`src/rtl/drac_pkg.sv`:
```
// drac_pkg: shared state encodings for the tile reset/wake-up sequencer
package drac_pkg;
  typedef enum logic [1:0] {RESET, WAKEUP, RELEASE, RUN} rst_seq_state_t;
  typedef enum logic [2:0] {IDLE, DRAIN, ASSERT, ACK, WAIT} hart_srst_state_t;
endpackage

```
`src/rtl/drac_hart_soft_rst.sv`:
```
// drac_hart_soft_rst: per-hart soft reset with drain handshake, timeout and ack
module drac_hart_soft_rst
  import drac_pkg::*;
#(
  parameter int unsigned DrainTimeout  = 1024,
  parameter int unsigned SoftRstCycles = 16
) (
  input  logic clk_i,
  input  logic reset_l,
  input  logic run_i,
  input  logic rel_d_i,
  input  logic req_i,
  input  logic idle_i,
  output logic soft_rstn_o,
  output logic fetch_hold_o,
  output logic ack_o,
  output logic timeout_o
);
  localparam int unsigned CntMax = DrainTimeout > SoftRstCycles ? DrainTimeout : SoftRstCycles;
  localparam int unsigned CntW = $clog2(CntMax + 1);
  localparam logic [CntW-1:0] DrainLast = CntW'(DrainTimeout - 1);
  localparam logic [CntW-1:0] SoftLast = CntW'(SoftRstCycles - 1);
  localparam logic [CntW-1:0] CntTop = CntW'(CntMax);

  hart_srst_state_t state_q, state_d;
  logic [CntW-1:0] cnt_q, cnt_d;
  logic tmo_q, tmo_d, soft_q, hold_q, ack_q;

  // next state; idle is checked before the timeout so a same-cycle idle wins
  always_comb begin
    state_d = state_q;
    cnt_d = (cnt_q == CntTop) ? cnt_q : cnt_q + 1'b1;
    tmo_d = tmo_q;
    case (state_q)
      IDLE: if (run_i && req_i) begin
        state_d = DRAIN;
        cnt_d = '0;
      end
      DRAIN: if (idle_i || cnt_q == DrainLast) begin
        state_d = ASSERT;
        cnt_d = '0;
        tmo_d = tmo_q | ~idle_i;
      end
      ASSERT: state_d = (cnt_q == SoftLast) ? ACK : ASSERT;
      ACK: state_d = WAIT;
      WAIT: state_d = req_i ? WAIT : IDLE;
      default: state_d = IDLE;
    endcase
  end

  // state, counter and registered outputs decoded from the next state
  always_ff @(posedge clk_i or negedge reset_l) begin
    if (!reset_l) begin
      state_q <= IDLE;
      cnt_q <= '0;
      tmo_q <= 1'b0;
      soft_q <= 1'b0;
      hold_q <= 1'b0;
      ack_q <= 1'b0;
    end else begin
      state_q <= state_d;
      cnt_q <= cnt_d;
      tmo_q <= tmo_d;
      soft_q <= rel_d_i && (state_d != ASSERT);
      hold_q <= (state_d == DRAIN) || (state_d == ASSERT);
      ack_q <= state_d == ACK;
    end
  end

  assign soft_rstn_o = soft_q;
  assign fetch_hold_o = hold_q;
  assign ack_o = ack_q;
  assign timeout_o = tmo_q;
endmodule

```
`src/rtl/drac_tile_reset_seq.sv`:
```
// drac_tile_reset_seq: reset synchroniser, wake-up delay, staggered hart release and soft resets
module drac_tile_reset_seq
  import drac_pkg::*;
#(
  parameter int unsigned NHarts        = 1,
  parameter int unsigned SyncStages    = 2,
  parameter int unsigned WakeUpCycles  = 32768,
  parameter int unsigned StaggerCycles = 16,
  parameter int unsigned DrainTimeout  = 1024,
  parameter int unsigned SoftRstCycles = 16
) (
  input  logic              clk_i,
  input  logic              reset_l,
  output logic              spc_grst_l,
  output logic [NHarts-1:0] rst_n_o,
  output logic [NHarts-1:0] soft_rstn_o,
  input  logic [NHarts-1:0] soft_rst_req_i,
  input  logic [NHarts-1:0] hart_idle_i,
  output logic [NHarts-1:0] fetch_hold_o,
  output logic [NHarts-1:0] soft_rst_ack_o,
  output logic [NHarts-1:0] timeout_o,
  output logic              seq_done_o
);
  localparam int unsigned GMax = WakeUpCycles > StaggerCycles ? WakeUpCycles : StaggerCycles;
  localparam int unsigned GW = $clog2(GMax + 1);
  localparam int unsigned IdxW = NHarts > 1 ? $clog2(NHarts) : 1;
  localparam logic [GW-1:0] WakeLast = GW'(WakeUpCycles - 1);
  localparam logic [GW-1:0] StagLast = GW'(StaggerCycles - 1);
  localparam logic [GW-1:0] CntTop = GW'(GMax);
  localparam logic [IdxW-1:0] IdxLast = IdxW'(NHarts - 1);

  logic [SyncStages-1:0] sync_q;
  logic rst_sync_n;
  rst_seq_state_t state_q, state_d;
  logic [GW-1:0] cnt_q, cnt_d;
  logic [IdxW-1:0] idx_q, idx_d;
  logic [NHarts-1:0] rel_q, rel_d;
  logic rel_now;

  // deassert synchroniser: clears asynchronously, shifts a 1 in on release
  always_ff @(posedge clk_i or negedge reset_l) begin
    if (!reset_l) sync_q <= '0;
    else sync_q <= {sync_q[SyncStages-2:0], 1'b1};
  end

  assign rst_sync_n = sync_q[SyncStages-1];

  // wake-up count starts on the first synchronised-high cycle so hart 0 frees at SyncStages+WakeUpCycles
  always_comb begin
    state_d = state_q;
    cnt_d = cnt_q;
    idx_d = idx_q;
    rel_d = rel_q;
    rel_now = 1'b0;
    case (state_q)
      RESET, WAKEUP: if (rst_sync_n) begin
        state_d = WAKEUP;
        rel_now = cnt_q == WakeLast;
        cnt_d = (cnt_q == CntTop) ? cnt_q : cnt_q + 1'b1;
      end
      RELEASE: begin
        rel_now = cnt_q == StagLast;
        cnt_d = (cnt_q == CntTop) ? cnt_q : cnt_q + 1'b1;
      end
      default: ;
    endcase
    if (rel_now) begin
      for (int i = 0; i < NHarts; i++) if (idx_q == IdxW'(i)) rel_d[i] = 1'b1;
      idx_d = idx_q + 1'b1;
      cnt_d = '0;
      state_d = (idx_q == IdxLast) ? RUN : RELEASE;
    end
  end

  // global sequencer registers
  always_ff @(posedge clk_i or negedge reset_l) begin
    if (!reset_l) begin
      state_q <= RESET;
      cnt_q <= '0;
      idx_q <= '0;
      rel_q <= '0;
    end else begin
      state_q <= state_d;
      cnt_q <= cnt_d;
      idx_q <= idx_d;
      rel_q <= rel_d;
    end
  end

  assign spc_grst_l = rst_sync_n;
  assign rst_n_o = rel_q;
  assign seq_done_o = state_q == RUN;

  for (genvar i = 0; i < NHarts; i++) begin : g_hart
    drac_hart_soft_rst #(
      .DrainTimeout (DrainTimeout),
      .SoftRstCycles(SoftRstCycles)
    ) u_hart (
      .clk_i       (clk_i),
      .reset_l     (reset_l),
      .run_i       (state_q == RUN),
      .rel_d_i     (rel_d[i]),
      .req_i       (soft_rst_req_i[i]),
      .idle_i      (hart_idle_i[i]),
      .soft_rstn_o (soft_rstn_o[i]),
      .fetch_hold_o(fetch_hold_o[i]),
      .ack_o       (soft_rst_ack_o[i]),
      .timeout_o   (timeout_o[i])
    );
  end
endmodule

```
`config.mk`:
```
export PLATFORM = sky130hd
export DESIGN_NAME = drac_tile_reset_seq
export DESIGN_NICKNAME = d
export VERILOG_FILES = /design/src/rtl/drac_pkg.sv /design/src/rtl/drac_hart_soft_rst.sv /design/src/rtl/drac_tile_reset_seq.sv
export SDC_FILE = /design/constraint.sdc
export NUM_CORES = 1
export LEC_CHECK = 0
export ABC_CLOCK_PERIOD_IN_PS = 2700
export BUFFER_PORTS_ARGS = -buffer_cell sky130_fd_sc_hd__clkbuf_2
export CAP_MARGIN = 20
export CORE_UTILIZATION = 45
export DETAILED_ROUTE_END_ITERATION = 12
export HOLD_SLACK_MARGIN = 0.06
export SYNTH_ARGS = -nofsm -noshare
export SYNTH_HDL_FRONTEND = slang
export SYNTH_HIERARCHICAL = 1
export SYNTH_SLANG_ARGS = --single-unit
export TNS_END_PERCENT = 100
```
`constraint.sdc`:
```
create_clock -name clk_i -period 2.7 [get_ports clk_i]
set_clock_uncertainty 0.15 [all_clocks]
set_input_delay 0.54 -clock clk_i [delete_from_list [all_inputs] [get_ports clk_i]]
set_output_delay 0.54 -clock clk_i [all_outputs]
set_load 0.02 [all_outputs]
```
==> impl_results.md <==
- Setup ws final: ~0.45 ns
- Initial DRC Count: 89
- Max_cap viols: 0
- Post-Syn Area: approximately 0.0021 mm^2
- Placer's final routability congestion estimate: between 0.8 and 0.9
- CTS Sinks: 40
- Ratio of cells with drive above 1 in the final layout: approximately 13%
- Post-synthesis sequential area ratio: 47.3%
- Nets: ~230
- Antenna diodes: 0
- Io pins: 11
- RSZ-0062 raised after global routing: no
- Worst Hold Class: input pin to async pin
- Via count: between 1500 and 2000
- Maximum vdd drop: roughly 0.41 mV
- Final wirelength: between 4 and 5 mm
- Fin crit period: roughly 2.2 ns
- Largest net degree at the start of global routing: 22
- GR Overflow Total: 0
- Cts repair resizes: 0
- Post-CTS Setup Inserts: 0
- Pre-CTS setup slack: about 0.46 ns
- Clock Pin Slew Worst Setup and Hold Paths: approximately 0.08 ns
- Pre-antenna DRT Iters: 8
- Die width: ~70 um
- Peak Freq: roughly 440 MHz
- Crit. End Element: flip-flop
- Via density: between 6 and 7
- Fin crit share: a little over four fifths
- Yosys reg bits: 40
- Total CTS buffers: 5
- Vias in the first global route: 1535
- DRT antenna net count: 0
- Top-area cell type share of the netlist area: 47.3%
- Initial antenna violation count: 0
- Root Buffer Master: clkbuf_8
- DRC Markers: 2
- Share of flip-flops with an asynchronous set or reset: 100%
- Starting Density: a little under half
- Gr usage total: between 10% and 20%
- Ys flop type: dfrtp_1
- Slew @ Worst Pin: approximately 0.56 ns
- Area growth syn-to-layout: 9.81%
- Required @ worst endpoint: ~2.8 ns
- CTS tree: done
- Syn Nets: between 200 and 250
- Relative slew margins: ~63%
- Port bufs: 10
- Slew Viols, Final: 0
- Synth top area cells: dfrtp_1 47%, xnor2_1 4.5%, nand4_1 3.2%
- Post-synthesis cell type count: 46
- Filler instances: approximately 400
- CP arrival: around 2.3 ns
- Final hold violation count: 0
- Dpl hpwl: ~3.1 mm
- Status: finished, violations left
- Violated checks: DRC
- Ys Warns: 6
- CP Class: flip-flop to flip-flop
- Worst-Skew Late Latency: a little under 0.3 ns
- H-tree depth: 2
- Post-Synthesis Cells: 210
- First-pass GRT wire length: about 7.6 mm
- Fin util: about 52%
- Max clock buf depth: 2
- Pwr dens: 723 mW/mm^2
- Area leader, netlist: dfrtp_1
- Total design power: approximately 1700 uW
- Setup violations, final: 0
- Leak Pwr: 0.000979 uW
- Core area: about 0.0044 mm^2
- Hold buffer count at CTS: 0
- EDFF count, synth: 0
- Fin Setup TNS: 0 ns
- Row count: 24
- Die Y-Extent: roughly 71 um
- Startpoint types: flip-flop
- Die area: 0.00499 mm^2
- CP max FO: 10
- Wire per inst: around 15 um
- Synthesized area per cell: 10.1 um^2
[cell usage in the layout (no fill, tap or decap), types with 3 or more instances in the layout]
| cell | count |
|---|---|
| and4_1 | 4 |
| clkbuf_2 | 10 |
| clkbuf_8 | 5 |
| dfrtp_1 | 40 |
| ha_1 | 4 |
| inv_1 | 12 |
| nand2_1 | 15 |
| nand2b_1 | 3 |
| nand3_1 | 12 |
| nand4_1 | 11 |
| nor2_1 | 18 |
| nor3_1 | 4 |
| nor4_1 | 4 |
| o211ai_1 | 7 |
| o21ai_0 | 11 |
| or4_1 | 8 |
| xnor2_1 | 11 |
| xor2_1 | 7 |
[sequential cells by signal (all words and copies together) (netlist names)]
signal	flops
g_hart.u_hart/timeout_o	1
g_hart.u_hart/soft_rstn_o	1
idx_q	1
sync_q	2
rst_n_o	1
g_hart.u_hart/ack_o	1
g_hart.u_hart/cnt_q	11
state_q	2
g_hart.u_hart/state_q	3
g_hart.u_hart/fetch_hold_o	1
cnt_q	16
[worst max-delay path, stage by stage, from the launching register on]
cell      delay (ns)
dfrtp_1         0.43
ha_1            0.23
nand4b_1        0.12
or4_1           0.55
o22ai_4         0.37
a21o_1          0.19
a21boi_1        0.14
[logic make-up (layout without fill, tap and decap cells)]
family                     count (synthesis)  after routing  synth area share [%]
AOI/OAI and AO/OA                         34             34                  12.7
DFF                                       40             40                  47.3
adders and majority gates                  4              4                  2.36
other                                      1              1                 0.177
buffers and inverters                     18             32                  3.54
xor gates and xnor gates                  18             18                  7.44
and+or+nand+nor                           95             95                  26.5
[power by group]
part | internal, uW | leakage (uW) | total [uW] | switching (uW)
combinational | 148 | 0.000419 | 317 | 169
sequential | 709 | 0.000505 | 884 | 175
clock | 274 | 0.0000552 | 481 | 207
[final cells by class]
class / count / area, um^2 / area share [%]
multi-input cells: 152 / 1040 / 44.8
flip-flops and latches: 40 / 1000 / 43.0
clock buffers: 6 / 72.6 / 3.12
repair buffers: 12 / 65.1 / 2.80
well taps: 52 / 65.1 / 2.80
inverters: 12 / 45.0 / 1.94
clock inverters: 2 / 35.0 / 1.51
[Yosys cell counts (2+ instances only)]
| master | number |
|---|---|
| xor2_1 | 7 |
| ha_1 | 4 |
| or4_1 | 8 |
| nand4b_1 | 2 |
| o211ai_1 | 7 |
| xnor2_1 | 11 |
| and2_1 | 2 |
| dfrtp_1 | 40 |
| nand2_1 | 15 |
| o22ai_4 | 2 |
| nand2b_1 | 3 |
| and4_1 | 4 |
| inv_1 | 12 |
| or3_1 | 2 |
| nor2_1 | 18 |
| nor4_1 | 4 |
| and4b_1 | 2 |
| clkbuf_1 | 5 |
| nand3_1 | 12 |
| o21ai_0 | 11 |
| nor3_1 | 4 |
| nand4_1 | 11 |
[per-layer routing]
layer  wire length (um)  up-vias  track usage [%]
met2               1860       44             29.3
met3                228        7             3.70
li1                   -      795                -
met5                  0        -                0
met1               2090      811             28.6
met4                 73        0             8.00
[worst paths after layout]
kind,from,slack [ns],depth (start not counted),end
setup / recovery,cnt_q[0],0.45,6,g_hart[0].u_hart/soft_rstn_o
hold / removal,reset_l,0.07,1,cnt_q[6]
setup reg to reg,cnt_q[0],0.45,6,g_hart[0].u_hart/soft_rstn_o
hold reg to reg,sync_q[0],0.21,0,sync_q[1]
max in group asynchronous,reset_l,1.67,2,g_hart[0].u_hart/cnt_q[0]
min in group clk_i,sync_q[0],0.21,0,sync_q[1]
[metrics by stage]
step	cells	area, um^2	hold WS [ns]
finish	276	2330	0.0693
global route	276	2330	0.0965
floorplan	210	2120	0.0944
global placement	268	2220	0.193
CTS	276	2330	0.0854
detailed placement	268	2220	0.200
No activity file was read; power rests on OpenSTA's default activity.
